===== src/rtl/vga_pkg.sv =====
// Shared VGA timing defaults, bus widths and pixel colour expansion.
// Defaults describe 640x480@60 scanned from a 320x240 3-bit frame buffer.
package vga_pkg;

  localparam int COLOR_BITS  = 3;
  localparam int CLK_DIV     = 2;
  localparam int SCALE_SHIFT = 1;

  localparam int H_VIS  = 640;
  localparam int H_FP   = 16;
  localparam int H_SYNC = 96;
  localparam int H_BP   = 48;
  localparam int V_VIS  = 480;
  localparam int V_FP   = 10;
  localparam int V_SYNC = 2;
  localparam int V_BP   = 33;

  localparam int H_TOTAL      = H_VIS + H_FP + H_SYNC + H_BP;
  localparam int V_TOTAL      = V_VIS + V_FP + V_SYNC + V_BP;
  localparam int H_SYNC_START = H_VIS + H_FP;
  localparam int H_SYNC_END   = H_SYNC_START + H_SYNC - 1;
  localparam int V_SYNC_START = V_VIS + V_FP;
  localparam int V_SYNC_END   = V_SYNC_START + V_SYNC - 1;

  localparam int CNT_W   = 10;
  localparam int PIX_X_W = 9;
  localparam int PIX_Y_W = 8;

  typedef struct packed {
    logic [7:0] r;
    logic [7:0] g;
    logic [7:0] b;
  } rgb_t;

  // bit2 drives red, bit1 green, bit0 blue; each channel is fully on or off.
  function automatic rgb_t color_expand(input logic [2:0] pix);
    rgb_t c;
    c.r = {8{pix[2]}};
    c.g = {8{pix[1]}};
    c.b = {8{pix[0]}};
    return c;
  endfunction

endpackage


===== src/rtl/vga_frame_scanner_if.sv =====
// Scanner bundle: frame-buffer read port (coordinates out, registered data in)
// plus the VGA output pins; master is the scanner, slave the memory/DAC side.
interface vga_frame_scanner_if #(
  parameter int COLOR_BITS = vga_pkg::COLOR_BITS
);
  import vga_pkg::*;

  logic [PIX_X_W-1:0]    pix_x;
  logic [PIX_Y_W-1:0]    pix_y;
  logic [COLOR_BITS-1:0] pix_value;
  logic [7:0]            vga_r;
  logic [7:0]            vga_g;
  logic [7:0]            vga_b;
  logic                  vga_hsync;
  logic                  vga_vsync;
  logic                  vga_blank_n;
  logic                  vga_clk;
  logic                  frame_start;

  modport master (
    output pix_x, pix_y,
    input  pix_value,
    output vga_r, vga_g, vga_b, vga_hsync, vga_vsync, vga_blank_n, vga_clk, frame_start
  );

  modport slave (
    input  pix_x, pix_y,
    output pix_value,
    input  vga_r, vga_g, vga_b, vga_hsync, vga_vsync, vga_blank_n, vga_clk, frame_start
  );

endinterface


===== src/rtl/vga_timing_counter.sv =====
// Pixel-tick divider and h/v raster counters; sync/visible decode is combinational from counters.
// Free-running, no backpressure; pix_clk and frame_wrap are registered.
module vga_timing_counter #(
  parameter int CLK_DIV = vga_pkg::CLK_DIV,
  parameter int H_VIS   = vga_pkg::H_VIS,
  parameter int H_FP    = vga_pkg::H_FP,
  parameter int H_SYNC  = vga_pkg::H_SYNC,
  parameter int H_BP    = vga_pkg::H_BP,
  parameter int V_VIS   = vga_pkg::V_VIS,
  parameter int V_FP    = vga_pkg::V_FP,
  parameter int V_SYNC  = vga_pkg::V_SYNC,
  parameter int V_BP    = vga_pkg::V_BP
) (
  input  logic                      clk,
  input  logic                      rst,
  output logic                      tick,
  output logic [vga_pkg::CNT_W-1:0] h_cnt,
  output logic [vga_pkg::CNT_W-1:0] v_cnt,
  output logic                      visible,
  output logic                      hsync_raw,
  output logic                      vsync_raw,
  output logic                      frame_wrap,
  output logic                      pix_clk
);
  import vga_pkg::*;

  localparam int DIV_W = $clog2(CLK_DIV);
  localparam logic [DIV_W-1:0] DIV_LAST = DIV_W'(CLK_DIV - 1);
  localparam logic [DIV_W-1:0] DIV_HALF = DIV_W'(CLK_DIV / 2);

  localparam logic [CNT_W-1:0] H_LAST   = CNT_W'(H_VIS + H_FP + H_SYNC + H_BP - 1);
  localparam logic [CNT_W-1:0] V_LAST   = CNT_W'(V_VIS + V_FP + V_SYNC + V_BP - 1);
  localparam logic [CNT_W-1:0] H_VIS_C  = CNT_W'(H_VIS);
  localparam logic [CNT_W-1:0] V_VIS_C  = CNT_W'(V_VIS);
  localparam logic [CNT_W-1:0] HS_FIRST = CNT_W'(H_VIS + H_FP);
  localparam logic [CNT_W-1:0] HS_LAST  = CNT_W'(H_VIS + H_FP + H_SYNC - 1);
  localparam logic [CNT_W-1:0] VS_FIRST = CNT_W'(V_VIS + V_FP);
  localparam logic [CNT_W-1:0] VS_LAST  = CNT_W'(V_VIS + V_FP + V_SYNC - 1);

  logic [DIV_W-1:0] div_cnt;
  logic [DIV_W-1:0] div_next;
  logic             h_last;
  logic             v_last;

  assign tick      = (div_cnt == DIV_LAST);
  assign div_next  = tick ? '0 : div_cnt + DIV_W'(1);
  assign h_last    = (h_cnt == H_LAST);
  assign v_last    = (v_cnt == V_LAST);
  assign visible   = (h_cnt < H_VIS_C) && (v_cnt < V_VIS_C);
  assign hsync_raw = !((h_cnt >= HS_FIRST) && (h_cnt <= HS_LAST));
  assign vsync_raw = !((v_cnt >= VS_FIRST) && (v_cnt <= VS_LAST));

  always_ff @(posedge clk or posedge rst) begin
    if (rst) begin
      div_cnt    <= '0;
      h_cnt      <= '0;
      v_cnt      <= '0;
      pix_clk    <= 1'b0;
      frame_wrap <= 1'b0;
    end else begin
      div_cnt    <= div_next;
      // high for the first half of every tick period, starting at div_cnt==0
      pix_clk    <= (div_next < DIV_HALF);
      frame_wrap <= tick && h_last && v_last;
      if (tick) begin
        if (h_last) begin
          h_cnt <= '0;
          v_cnt <= v_last ? '0 : v_cnt + CNT_W'(1);
        end else begin
          h_cnt <= h_cnt + CNT_W'(1);
        end
      end
    end
  end

endmodule


===== src/rtl/vga_frame_scanner.sv =====
// Raster-scans the frame buffer and drives VGA; every VGA output lags the scan counters by one pixel tick.
// No backpressure: one fire-and-forget read per tick, data expected one clk after the address.
module vga_frame_scanner #(
  parameter int COLOR_BITS  = vga_pkg::COLOR_BITS,
  parameter int CLK_DIV     = vga_pkg::CLK_DIV,
  parameter int SCALE_SHIFT = vga_pkg::SCALE_SHIFT,
  parameter int H_VIS       = vga_pkg::H_VIS,
  parameter int H_FP        = vga_pkg::H_FP,
  parameter int H_SYNC      = vga_pkg::H_SYNC,
  parameter int H_BP        = vga_pkg::H_BP,
  parameter int V_VIS       = vga_pkg::V_VIS,
  parameter int V_FP        = vga_pkg::V_FP,
  parameter int V_SYNC      = vga_pkg::V_SYNC,
  parameter int V_BP        = vga_pkg::V_BP
) (
  input logic                 clk,
  input logic                 rst,
  vga_frame_scanner_if.master vga
);
  import vga_pkg::*;

  logic             tick;
  logic             visible;
  logic             hsync_raw;
  logic             vsync_raw;
  logic             frame_wrap;
  logic             pix_clk;
  logic [CNT_W-1:0] h_cnt;
  logic [CNT_W-1:0] v_cnt;

  logic [COLOR_BITS-1:0] pix_in;
  rgb_t                  rgb_q;
  logic                  blank_n_q;
  logic                  hsync_q;
  logic                  vsync_q;

  vga_timing_counter #(
    .CLK_DIV (CLK_DIV),
    .H_VIS   (H_VIS),
    .H_FP    (H_FP),
    .H_SYNC  (H_SYNC),
    .H_BP    (H_BP),
    .V_VIS   (V_VIS),
    .V_FP    (V_FP),
    .V_SYNC  (V_SYNC),
    .V_BP    (V_BP)
  ) u_timing (
    .clk        (clk),
    .rst        (rst),
    .tick       (tick),
    .h_cnt      (h_cnt),
    .v_cnt      (v_cnt),
    .visible    (visible),
    .hsync_raw  (hsync_raw),
    .vsync_raw  (vsync_raw),
    .frame_wrap (frame_wrap),
    .pix_clk    (pix_clk)
  );

  // Address parks at (0,0) during blanking so the memory never sees an out-of-range read.
  assign vga.pix_x = visible ? PIX_X_W'(h_cnt >> SCALE_SHIFT) : '0;
  assign vga.pix_y = visible ? PIX_Y_W'(v_cnt >> SCALE_SHIFT) : '0;
  assign pix_in    = vga.pix_value;

  // Captured on the tick that ends the counter period: read data, visibility and
  // sync all describe the same raster position, so they stay aligned.
  always_ff @(posedge clk or posedge rst) begin
    if (rst) begin
      rgb_q     <= '0;
      blank_n_q <= 1'b0;
      hsync_q   <= 1'b1;
      vsync_q   <= 1'b1;
    end else if (tick) begin
      rgb_q     <= visible ? color_expand(pix_in[2:0]) : '0;
      blank_n_q <= visible;
      hsync_q   <= hsync_raw;
      vsync_q   <= vsync_raw;
    end
  end

  assign vga.vga_r       = rgb_q.r;
  assign vga.vga_g       = rgb_q.g;
  assign vga.vga_b       = rgb_q.b;
  assign vga.vga_blank_n = blank_n_q;
  assign vga.vga_hsync   = hsync_q;
  assign vga.vga_vsync   = vsync_q;
  assign vga.vga_clk     = pix_clk;
  assign vga.frame_start = frame_wrap;

endmodule


===== src/flat_wrapper.sv =====
// flat-port wrapper written by rule: the top's interface ports become plain ports
module vga_frame_scanner_flat import vga_pkg::*;
#(
  parameter int COLOR_BITS  = vga_pkg::COLOR_BITS,
  parameter int CLK_DIV     = vga_pkg::CLK_DIV,
  parameter int SCALE_SHIFT = vga_pkg::SCALE_SHIFT,
  parameter int H_VIS       = vga_pkg::H_VIS,
  parameter int H_FP        = vga_pkg::H_FP,
  parameter int H_SYNC      = vga_pkg::H_SYNC,
  parameter int H_BP        = vga_pkg::H_BP,
  parameter int V_VIS       = vga_pkg::V_VIS,
  parameter int V_FP        = vga_pkg::V_FP,
  parameter int V_SYNC      = vga_pkg::V_SYNC,
  parameter int V_BP        = vga_pkg::V_BP
)
  (clk, rst, vga_pix_x, vga_pix_y, vga_pix_value, vga_vga_r, vga_vga_g, vga_vga_b, vga_vga_hsync, vga_vga_vsync, vga_vga_blank_n, vga_vga_clk, vga_frame_start);
  vga_frame_scanner_if #(.COLOR_BITS(COLOR_BITS)) vga_i ();
  input logic clk;
  input logic rst;
  output wire logic [$bits(vga_i.pix_x)-1:0] vga_pix_x;
  output wire logic [$bits(vga_i.pix_y)-1:0] vga_pix_y;
  input wire logic [$bits(vga_i.pix_value)-1:0] vga_pix_value;
  output wire logic [$bits(vga_i.vga_r)-1:0] vga_vga_r;
  output wire logic [$bits(vga_i.vga_g)-1:0] vga_vga_g;
  output wire logic [$bits(vga_i.vga_b)-1:0] vga_vga_b;
  output wire logic [$bits(vga_i.vga_hsync)-1:0] vga_vga_hsync;
  output wire logic [$bits(vga_i.vga_vsync)-1:0] vga_vga_vsync;
  output wire logic [$bits(vga_i.vga_blank_n)-1:0] vga_vga_blank_n;
  output wire logic [$bits(vga_i.vga_clk)-1:0] vga_vga_clk;
  output wire logic [$bits(vga_i.frame_start)-1:0] vga_frame_start;
  assign vga_pix_x = vga_i.pix_x;
  assign vga_pix_y = vga_i.pix_y;
  assign vga_i.pix_value = vga_pix_value;
  assign vga_vga_r = vga_i.vga_r;
  assign vga_vga_g = vga_i.vga_g;
  assign vga_vga_b = vga_i.vga_b;
  assign vga_vga_hsync = vga_i.vga_hsync;
  assign vga_vga_vsync = vga_i.vga_vsync;
  assign vga_vga_blank_n = vga_i.vga_blank_n;
  assign vga_vga_clk = vga_i.vga_clk;
  assign vga_frame_start = vga_i.frame_start;
  vga_frame_scanner #(.COLOR_BITS(COLOR_BITS), .CLK_DIV(CLK_DIV), .SCALE_SHIFT(SCALE_SHIFT), .H_VIS(H_VIS), .H_FP(H_FP), .H_SYNC(H_SYNC), .H_BP(H_BP), .V_VIS(V_VIS), .V_FP(V_FP), .V_SYNC(V_SYNC), .V_BP(V_BP)) u_core (.clk(clk), .rst(rst), .vga(vga_i));
endmodule

===== config.mk =====
export PLATFORM = sky130hd
export DESIGN_NAME = vga_frame_scanner_flat
export DESIGN_NICKNAME = d
export VERILOG_FILES = /design/src/rtl/vga_pkg.sv /design/src/rtl/vga_frame_scanner_if.sv /design/src/rtl/vga_timing_counter.sv /design/src/rtl/vga_frame_scanner.sv /design/src/flat_wrapper.sv
export SDC_FILE = /design/constraint.sdc
export NUM_CORES = 1
export LEC_CHECK = 0
export ABC_AREA = 1
export CAP_MARGIN = 20
export CORE_MARGIN = 1.5
export CORE_UTILIZATION = 50
export CTS_BUF_LIST = sky130_fd_sc_hd__clkbuf_16
export CTS_CLUSTER_SIZE = 16
export DETAILED_ROUTE_END_ITERATION = 10
export DONT_BUFFER_PORTS = 1
export GPL_TIMING_DRIVEN = 0
export REMOVE_ABC_BUFFERS = 1
export SLEW_MARGIN = 5
export SYNTH_ARGS = -nofsm -noshare
export SYNTH_HDL_FRONTEND = slang
export SYNTH_HIERARCHICAL = 1
export SYNTH_SLANG_ARGS = --single-unit
export TNS_END_PERCENT = 5

===== constraint.sdc =====
create_clock -name clk -period 2.5 [get_ports clk]
set_input_delay 0.625 -clock clk [delete_from_list [all_inputs] [get_ports clk]]
set_output_delay 0.625 -clock clk [all_outputs]
set_load 0.03 [all_outputs]

==> flow_metrics.tcl <==
set metrics [dict create \
    die_area_mm2 0.00416 \
    initial_antenna_violation_count 0 \
    syn-cell-area_mm2 0.00189 \
    wire_length_of_the_first_global_routing_pass_um 6070 \
    io_pins 51 \
    cts_sinks 29 \
    peakVddDrop_uv 299 \
    syn_area_per_cell_um2 7.36 \
    setup.worst_path.start_class "flip-flop" \
    synth_enable_flop_cells 0 \
    ctsLongestPathBuffers 2 \
    tritoncts.num_buffers 5 \
    cts_tree "yes" \
    floorplan.initialDensity 0.520 \
    status "completed" \
    detail_route.iter0.violations 37 \
    cap_violations 0 \
    yosys.cell_count.top_type "sky130_fd_sc_hd__nand2_1" \
    worst-path-max-fanout 8 \
    critPathMostFrequentCell "sky130_fd_sc_hd__nand2_1" \
    cp-startpoint "u_core/u_timing/v_cnt[5]" \
    min_path_type "input pin to asynchronous set/reset pin" \
    place_inst 285 \
    seq_area_frac_synth 0.385 \
    post_synth_main_area_contributors "sky130_fd_sc_hd__dfrtp_1, sky130_fd_sc_hd__nand2_1, sky130_fd_sc_hd__buf_4" \
    drt_pass1_iterations 4 \
    synth_flop_cell "sky130_fd_sc_hd__dfrtp_1" \
    tightest_hold_margin_ns 0.158 \
    leakage_nw 1.07 \
    timing.critical_path.cells "nand2_1 > nor2_1 > nor4_4 > buf_4 > nand2_1 > inv_1" \
    share_clk_of_total_power 0.502 \
    logic_depth_of_the_worst_setup_path_including_buffers 6 \
    crit_slowest_cell "sky130_fd_sc_hd__dfrtp_1" \
    sw_frac_of_total 0.231 \
    routed_via_density 4.92 \
    final_net_count 256 \
    setup.reg_to_reg.worst_slack_ns 0.88 \
    final.setup_skew_ns 0.00394 \
    port-buffer-count 0 \
    final_layout_size_suffix_gt1_frac 0.169 \
    crit-reg2reg-capture "u_core/u_timing/v_cnt[6]" \
    final_cell_count_without_fillers 296 \
    top_cell_types_by_occurrence_after_synthesis "sky130_fd_sc_hd__nand2_1, sky130_fd_sc_hd__inv_1, sky130_fd_sc_hd__dfrtp_1, sky130_fd_sc_hd__buf_4" \
    final_cell_area_mm2 0.00201 \
    pwr_cell_area_mw_per_mm2 547 \
    finalSetupViolations 0 \
    dr_total_vias 1455 \
    largest_net_degree_at_the_start_of_global_routing 24 \
    antenna_left 0 \
    routed_wl_um 3550 \
    synth.ff_latch_count 29 \
    globalplace.congestion 0.849 \
    rsz0062_at_grt "no" \
    die_w_um 64.5 \
    final_max_slew_viol_count 0 \
    finalHoldViolations 0 \
    first_global_vias 1354 \
    yosysUniqueCellTypes 29 \
    setup-tns-final_ns 0 \
    synth_async_sr_flop_share 1.00 \
    min_period_over_period 0.961 \
    drc_errors 0 \
    std_cell_rows 22 \
    fraction_of_post_synthesis_cell_area_in_the_top_cell_type_by_area 0.357 \
    p_switching_uw 253 \
    die_height_um 64.5 \
    ff2ff_path_depth 6 \
    clock_latency_on_the_worst_skew_pair_ns 0.27 \
    total_routing_usage_reported_by_global_routing 0.192 \
    postSynthCellCount 257 \
    worst_setup_path_endpoint "vga_pix_x[0]" \
    wl_per_cell_um 12.0 \
    critical-path-max-stage-delay_ns 0.44 \
    worstPathRequired_ns 1.88 \
    power.share.combinational 0.041 \
    timing.critical_path.buf_inv 2 \
    dpl_cell_area_mm2 0.00182 \
    slew_headroom 0.220 \
    setup.worst_path.class "flip-flop to primary output" \
    internal-power_uw 843 \
    cts-htree-levels 2 \
    flow.area_growth_from_synthesis_pct 6.09 \
    synthesis.yosys.warnings 6 \
    crit-reg2reg-launch "u_core/u_timing/tick" \
    tightest_slew_ns 1.17 \
    dpl.hpwl_um 2570 \
    cp_top_family "simple AND/OR/NAND/NOR gates" \
    max_frequency_mhz 416 \
    endpoint_kind "primary output" \
    insertedDiodeCount 0 \
    clockRootBuffer "sky130_fd_sc_hd__clkbuf_16" \
    grt_overflow 0 \
    share_seq_of_total_power 0.457 \
    yosys.area.top_type "sky130_fd_sc_hd__dfrtp_1" \
    cts.reportedPaths.clkPinSlew_ns 0.05 \
    coreArea_mm2 0.00363 \
    critical_path_arrival_ns 1.78 \
    final.min_clock_period_ns 2.40 \
]
per-layer routing:
| metal | wire length, um | vias up | GRT usage |
|---|---|---|---|
| met4 | 37 | 0 | 0.0718 |
| li1 | - | 742 | - |
| met5 | 0 | - | 0 |
| met1 | 1720 | 667 | 0.238 |
| met2 | 1620 | 42 | 0.319 |
| met3 | 178 | 4 | 0.0521 |
registers in the layout, summed over array words and instances, names as in the netlist:
signal and flops:
u_core/vga.vga_g 1, u_core/u_timing/frame_wrap 1, u_core/vga.vga_b 1, u_core/vga.vga_vsync 1, u_core/u_timing/h_cnt 10, u_core/vga.vga_hsync 1, u_core/u_timing/v_cnt 10, u_core/u_timing/tick 1
u_core/vga.vga_blank_n 1, u_core/vga.vga_r 1, u_core/u_timing/pix_clk 1
timing repair:
item / in CTS / in global routing
gates resized for setup: 1 / 7
setup buffers: 1 / 0
pin swaps: 1 / 0
endpoints found under the setup margin: 17 / 7
hold buffers: 0 / 0
logic make-up (layout without fill, tap and decap cells):
family,after synthesis,after routing,share of synthesized area
AND/OR/NAND/NOR,131,131,0.320
buffers and inverters,74,65,0.199
flip-flops,29,29,0.385
AO/OA/AOI/OAI,14,14,0.0463
XOR/XNOR,5,5,0.0232
adder cells (fa/ha/maj),4,4,0.0265
worst min path at each step:
stage	endpoint	slack (ns)	cells after the start
after global placement	u_core/vga.vga_b[6]	0.44	1
after global routing	u_core/vga.vga_b[6]	0.16	1
after CTS	u_core/vga.vga_b[6]	0.16	1
final	u_core/vga.vga_b[6]	0.16	1
after floorplan	u_core/vga.vga_b[6]	0.41	1
after detailed placement	u_core/vga.vga_blank_n	0.45	1
final cells by class:
cell class / count / area [um^2]
clock buffers: 5 / 125
clock inverters: 3 / 12.5
fillers: 361 / 1630
inverters: 48 / 183
multi-input cells: 154 / 801
flip-flops and latches: 29 / 732
well taps: 48 / 60.1
repair buffers: 9 / 92.6
power groups by stage:
stage | combinational [mW] | clock (mW) | sequential (mW)
final | 0.0451 | 0.550 | 0.501
after global routing | 0.0489 | 0.588 | 0.502
after CTS | 0.0351 | 0.564 | 0.506
after detailed placement | 0.0351 | 0 | 0.514
after global placement | 0.0125 | 0 | 0.528
after floorplan | 0.00922 | 0 | 0.526
cells in the final DEF (no fill, tap or decap), types with 2 or more instances in the layout:
cell type,synthesis,routed
sky130_fd_sc_hd__clkbuf_16,0,5
sky130_fd_sc_hd__nand2_1,74,74
sky130_fd_sc_hd__nand3_1,19,19
sky130_fd_sc_hd__inv_2,3,10
sky130_fd_sc_hd__xor2_1,4,4
sky130_fd_sc_hd__buf_1,0,3
sky130_fd_sc_hd__nor3_1,3,3
sky130_fd_sc_hd__dfrtp_2,0,3
sky130_fd_sc_hd__dfrtp_1,27,24
sky130_fd_sc_hd__o21ai_0,8,8
sky130_fd_sc_hd__nand4_1,2,2
sky130_fd_sc_hd__nor2_2,2,2
sky130_fd_sc_hd__nor2_1,19,19
sky130_fd_sc_hd__inv_1,44,37
sky130_fd_sc_hd__ha_1,4,4
sky130_fd_sc_hd__buf_4,23,3
sky130_fd_sc_hd__clkinv_1,0,2
sky130_fd_sc_hd__buf_16,0,2
sky130_fd_sc_hd__dfstp_2,2,2
sky130_fd_sc_hd__nand2_2,3,3
sky130_fd_sc_hd__o21ai_2,4,4
sky130_fd_sc_hd__nor2_4,2,2
metrics by stage:
step	total power [mW]	setup WS, ns	util
final	1.10	0.0983	0.552
after floorplan	0.536	-0.586	-
after detailed placement	0.549	-0.00679	0.501
after global placement	0.540	-1.85	0.483
after global routing	1.14	0.00274	0.552
after CTS	1.11	0.104	0.543
No activity file was read; power rests on OpenSTA's default activity.
==> RTL change 1, RTL diff (same settings) <==
`CNT_W`: 10 -> 5.
--- a/src/rtl/vga_pkg.sv
+++ b/src/rtl/vga_pkg.sv
@@ -22,7 +22,7 @@
   localparam int V_SYNC_START = V_VIS + V_FP;
   localparam int V_SYNC_END   = V_SYNC_START + V_SYNC - 1;
 
-  localparam int CNT_W   = 10;
+  localparam int CNT_W   = 5;
   localparam int PIX_X_W = 9;
   localparam int PIX_Y_W = 8;
 
Check against the original RTL: not equivalent (a bounded check fails within 4 cycles, from zero or initial values and one cycle with rst high).
==> RTL change 1 against the original RTL <==
Register-to-register slack got worse by 90 ps. Area after synthesis decreased by 35%. Final area decreased by 39%. Critical path depth is 5 lower. Wire length down 43%. Sequential cell count decreased by 10. Clock power fell by 42%. Core utilization is 1.5 points lower. Sequential power fell by 33%. Total power shrank 33%. Setup slack better by 410 ps. Clock skew fell by 0.98 ps. Critical endpoint is now vga_vga_g[2]. Largest cell class is now flip-flops and latches.
==> RTL change 1: results (changes against the original RTL) <==
Clock network
The total number of H-tree levels is 1 (-1). The total CTS buffers was 3 (-2). The total of cells resized after clock tree synthesis is 0 (-1). The post-CTS setup buffer count came to 0 (-1).

Run status
The flow ran to the end, and the final reports show no timing, DRC or antenna violations.

Critical path
The signal arrival time at the worst endpoint is 1360 ps (-420 ps). The largest stage delay on the critical path was 870 ps (+430 ps). The critical path's top delay family is flip-flops. The largest driver fanout on the critical path was 6 (-2). The critical path's slowest cell is sky130_fd_sc_hd__dfrtp_2. The register-to-register path setup slack was 790 ps (-90 ps). The startpoint of the worst-slack reg-to-reg timing path is u_core/u_timing/h_cnt[1].

Detailed routing
The number of violations reported at the end of detailed-routing iteration 0 is 16 (-57%). The total wire length is 2.04 mm (-43%). The count of vias placed by the detailed router came to 813 (-44%).

Power and ir drop
The maximum vdd drop is 478 µV (+60%). The post-layout total power is 0.731 mW (-33%). The part of the power in registers is 0.459 (+0.002). The total leakage power is 0.690 nW (-36%).

The switching power summed over all nets is 0.194 mW (-24%).

Placement
The estimated wirelength of the detail-placed design is 1.49 mm (-42%). The routability congestion estimate from global placement is 0.785 (-7.5%). The post-placement worst setup slack is 752 ps (+759 ps).

The count of input and output buffers came to 0 (unchanged).

Logic synthesis
Ranked by total cell area, the synthesized netlist is headed by sky130_fd_sc_hd__dfrtp_1, sky130_fd_sc_hd__buf_4, sky130_fd_sc_hd__nand2_1, sky130_fd_sc_hd__inv_1, sky130_fd_sc_hd__ha_1. The sequential area share after synthesis is 0.387 (+0.00146). The commonest cells after synthesis are sky130_fd_sc_hd__nand2_1, sky130_fd_sc_hd__buf_4, sky130_fd_sc_hd__inv_1.

GRT
The via count of the first global-routing pass came to 761 (-44%). The first-pass GRT wire length is 3.34 mm (-45%). The total global routing track utilization is 0.165 (-0.0265).

STA
The clock skew after layout is 2.96 ps (-0.985 ps). The transition time at the pin with the least slew margin is 776 ps (-395 ps).

Cells and area
The largest registers in the layout are u_core/u_timing/h_cnt (5), u_core/u_timing/v_cnt (5). The fraction of final layout cells with drive strength greater than 1 came to 0.141 (-0.0285). The final net count is 155 (-39%).
[RTL change 1: changes by cell type after synthesis, sizes merged, moves of 8 or more]
cell,change
dfrtp,-10
inv,-21
nand2,-41
nand3,-12
nor2,-15
o21ai,-8
[RTL change 1: final cells by class]
cell class | count | area, µm²
Fill cell | 221 | 1050
Sequential cell | 19 | 482
Multi-Input combinational cell | 86 | 447
Inverter | 27 | 101
Timing Repair Buffer | 6 | 78.8
Clock buffer | 3 | 75.1
Tap cell | 28 | 35.0
Clock inverter | 1 | 3.75
[RTL change 1: worst max-delay path by stage]
stage | endpoint | slack (ps) | from
floorplan | vga_vga_b[0] | 140 | u_core/vga.vga_b[6]
global placement | vga_vga_b[6] | 100 | u_core/vga.vga_b[6]
detailed placement | vga_vga_b[6] | 750 | u_core/vga.vga_b[6]
CTS | vga_vga_b[6] | 480 | u_core/vga.vga_b[6]
global route | vga_vga_g[4] | 460 | u_core/vga.vga_g[6]
finish | vga_vga_g[2] | 510 | u_core/vga.vga_g[6]
[RTL change 1: per-stage QoR]
step,hold WS [ps],util,cell area (µm²),instances
4_1_cts,180,0.507,1150,167
3_5_place_dp,443,0.473,1080,163
6_report,175,0.537,1220,170
5_1_grt,189,0.537,1220,170
3_3_place_gp,439,0.466,1060,160
2_1_floorplan,415,-,1030,132
[RTL change 1: cells by family after synthesis]
family	after synthesis	share of synthesized area
AO/OA/AOI/OAI	12	0.0577
other	2	0.00608
flip-flops	19	0.387
AND/OR/NAND/NOR	57	0.202
buffers and inverters	59	0.276
adder cells (fa/ha/maj)	7	0.0708
[RTL change 1: routing by layer]
layer,GRT usage,routed length [µm],up-vias
met5,0,0,-
met4,0.0769,25,0
met3,0.0286,158,2
met2,0.283,999,35
met1,0.199,859,369
li1,-,-,407
==> RTL change 2, RTL diff (config.mk and constraints unchanged) <==
Made on the original files. Reset style: synchronous (`rst`), changed in 2 clocked blocks.
--- a/src/rtl/vga_timing_counter.sv
+++ b/src/rtl/vga_timing_counter.sv
@@ -50,7 +50,7 @@
   assign hsync_raw = !((h_cnt >= HS_FIRST) && (h_cnt <= HS_LAST));
   assign vsync_raw = !((v_cnt >= VS_FIRST) && (v_cnt <= VS_LAST));
 
-  always_ff @(posedge clk or posedge rst) begin
+  always_ff @(posedge clk) begin
     if (rst) begin
       div_cnt    <= '0;
       h_cnt      <= '0;
--- a/src/rtl/vga_frame_scanner.sv
+++ b/src/rtl/vga_frame_scanner.sv
@@ -64,7 +64,7 @@
 
   // Captured on the tick that ends the counter period: read data, visibility and
   // sync all describe the same raster position, so they stay aligned.
-  always_ff @(posedge clk or posedge rst) begin
+  always_ff @(posedge clk) begin
     if (rst) begin
       rgb_q     <= '0;
       blank_n_q <= 1'b0;
Behaviour: differs if rst is asserted again (counterexample within 4 cycles, from zero or initial values and one cycle with rst high); with rst held inactive, the same outputs for 10 cycles.
==> RTL change 2 against the original RTL <==
Setup slack improved by 24 ps. Wire length increased by 4.5%. Core utilization increased by 1.8 points. Final area decreased by 4.5%. Sequential cell count unchanged. Die area decreased by 5.5%. Area after synthesis decreased by 5.8%. Largest cell class unchanged.
Power is not compared: it rests on default switching activity, and its combinational part moved more than twofold at a synthesized area within 25%.
==> RTL change 2: results (changes against the original RTL) <==
Run status
The run finished with clean final reports.

Logic synthesis
Sorting the synthesized cells by area gives the leading types as sky130_fd_sc_hd__dfxtp_1, sky130_fd_sc_hd__nand2_1, sky130_fd_sc_hd__buf_4, sky130_fd_sc_hd__inv_1, sky130_fd_sc_hd__nand3_1. The share of synthesized cell area in full adder, half adder and majority cells was 0.0281 (+0.00164). The sequential area share after synthesis is 0.326 (-0.0591). The primary flip-flop cell chosen by synthesis mapping is sky130_fd_sc_hd__dfxtp_1. The number of unique standard cell types used by synthesis came to 28 (-3.4%). The gate count of the mapped netlist is 265 (+3.1%). The parity-gate share of the synthesized area counting xor and xnor cells is 0.0246 (+0.00143). The complex-gate fraction of the synthesized area was 0.0654 (+0.0190).

Critical path
The signal arrival time at the worst endpoint is 1750 ps (-30 ps). The endpoint of the most critical register-to-register path is u_core/u_timing/v_cnt[3]. Tracing the worst setup path back leads to its startpoint at u_core/u_timing/h_cnt[8]. The critical path ends at vga_pix_y[2]. The logic depth of the worst register-to-register path was 8 (+2). The largest driver fanout on the critical path is 10 (+2).

GRT
The total global routing track utilization came to 0.211 (+0.0195). The met3 track demand over resource in global routing is 0.0486 (-0.00343). The largest net degree at the start of global routing came to 18 (-25%). The via count of the first global-routing pass came to 1422 (+5.0%). The met1 usage in global routing came to 0.259 (+0.0213). The first-pass GRT wire length is 6.47 mm (+6.6%).

Placement
The estimated wirelength of the detail-placed design came to 2.67 mm (+3.7%). The placed cell count was 292 (+2.5%). The placed standard-cell area is 0.00176 mm² (-3.3%).

Worst hold path
The worst hold path class is in -> reg.

Detailed routing
The number of violations reported at the end of detailed-routing iteration 0 is 98 (+160%). The detail-routed net length per standard cell was 12.4 µm (+3.1%). The total wire length was 3.71 mm (+4.5%). The wire length the detailed router placed on met1 is 1.73 mm (+0.93%).

The routed length on met3 is 132 µm (-26%). The met2 layer wire length in the routed design is 1.80 mm (+11%).

STA
The transition time at the pin with the least slew margin is 649 ps (-521 ps).

Cells and area
The final net count is 262 (+2.3%). The area used by sequential logic in the layout is 584 µm² (-20%).
-- RTL change 2: changes by cell type after synthesis, moves of 6 or more --
cell,unedited run,this run
sky130_fd_sc_hd__o21ai_0,8,2
sky130_fd_sc_hd__nand2_1,74,65
sky130_fd_sc_hd__dfrtp_1,27,0
sky130_fd_sc_hd__dfxtp_1,0,29
sky130_fd_sc_hd__inv_1,44,38
sky130_fd_sc_hd__a21oi_1,0,14
-- RTL change 2: power by group --
group | switching [mW] | internal [mW]
combinational | 0.0681 | 0.0252
clock | 0.215 | 0.364
sequential | 0.0244 | 0.474
-- RTL change 2: worst max-delay path, stage by stage, from the launching register on --
cell and delay [ps]:
sky130_fd_sc_hd__dfxtp_1 430, sky130_fd_sc_hd__nor2_1 120, sky130_fd_sc_hd__nor4_4 380, sky130_fd_sc_hd__buf_6 200, sky130_fd_sc_hd__buf_6 140, sky130_fd_sc_hd__nand2_1 70, sky130_fd_sc_hd__inv_2 140
-- RTL change 2: final cells by class --
| class | instances | share of cell area |
|---|---|---|
| multi-input cells | 167 | 0.447 |
| flip-flops and latches | 29 | 0.305 |
| inverters | 43 | 0.0843 |
| clock buffers | 5 | 0.0653 |
| repair buffers | 7 | 0.0588 |
| well taps | 46 | 0.0300 |
| clock inverters | 3 | 0.00914 |
-- RTL change 2: how the worst min path moves through the flow --
stage / slack [ps] / to / from / depth (start not counted)
floorplan: 470 / u_core/u_timing/h_cnt[6] / u_core/u_timing/h_cnt[6] / 2
global placement: 490 / u_core/u_timing/v_cnt[0] / u_core/u_timing/v_cnt[0] / 2
detailed placement: 490 / u_core/vga.vga_r[6] / u_core/vga.vga_r[6] / 2
CTS: 400 / u_core/vga.vga_r[6] / rst / 1
global route: 410 / u_core/u_timing/v_cnt[0] / rst / 1
finish: 400 / u_core/vga.vga_g[6] / rst / 1
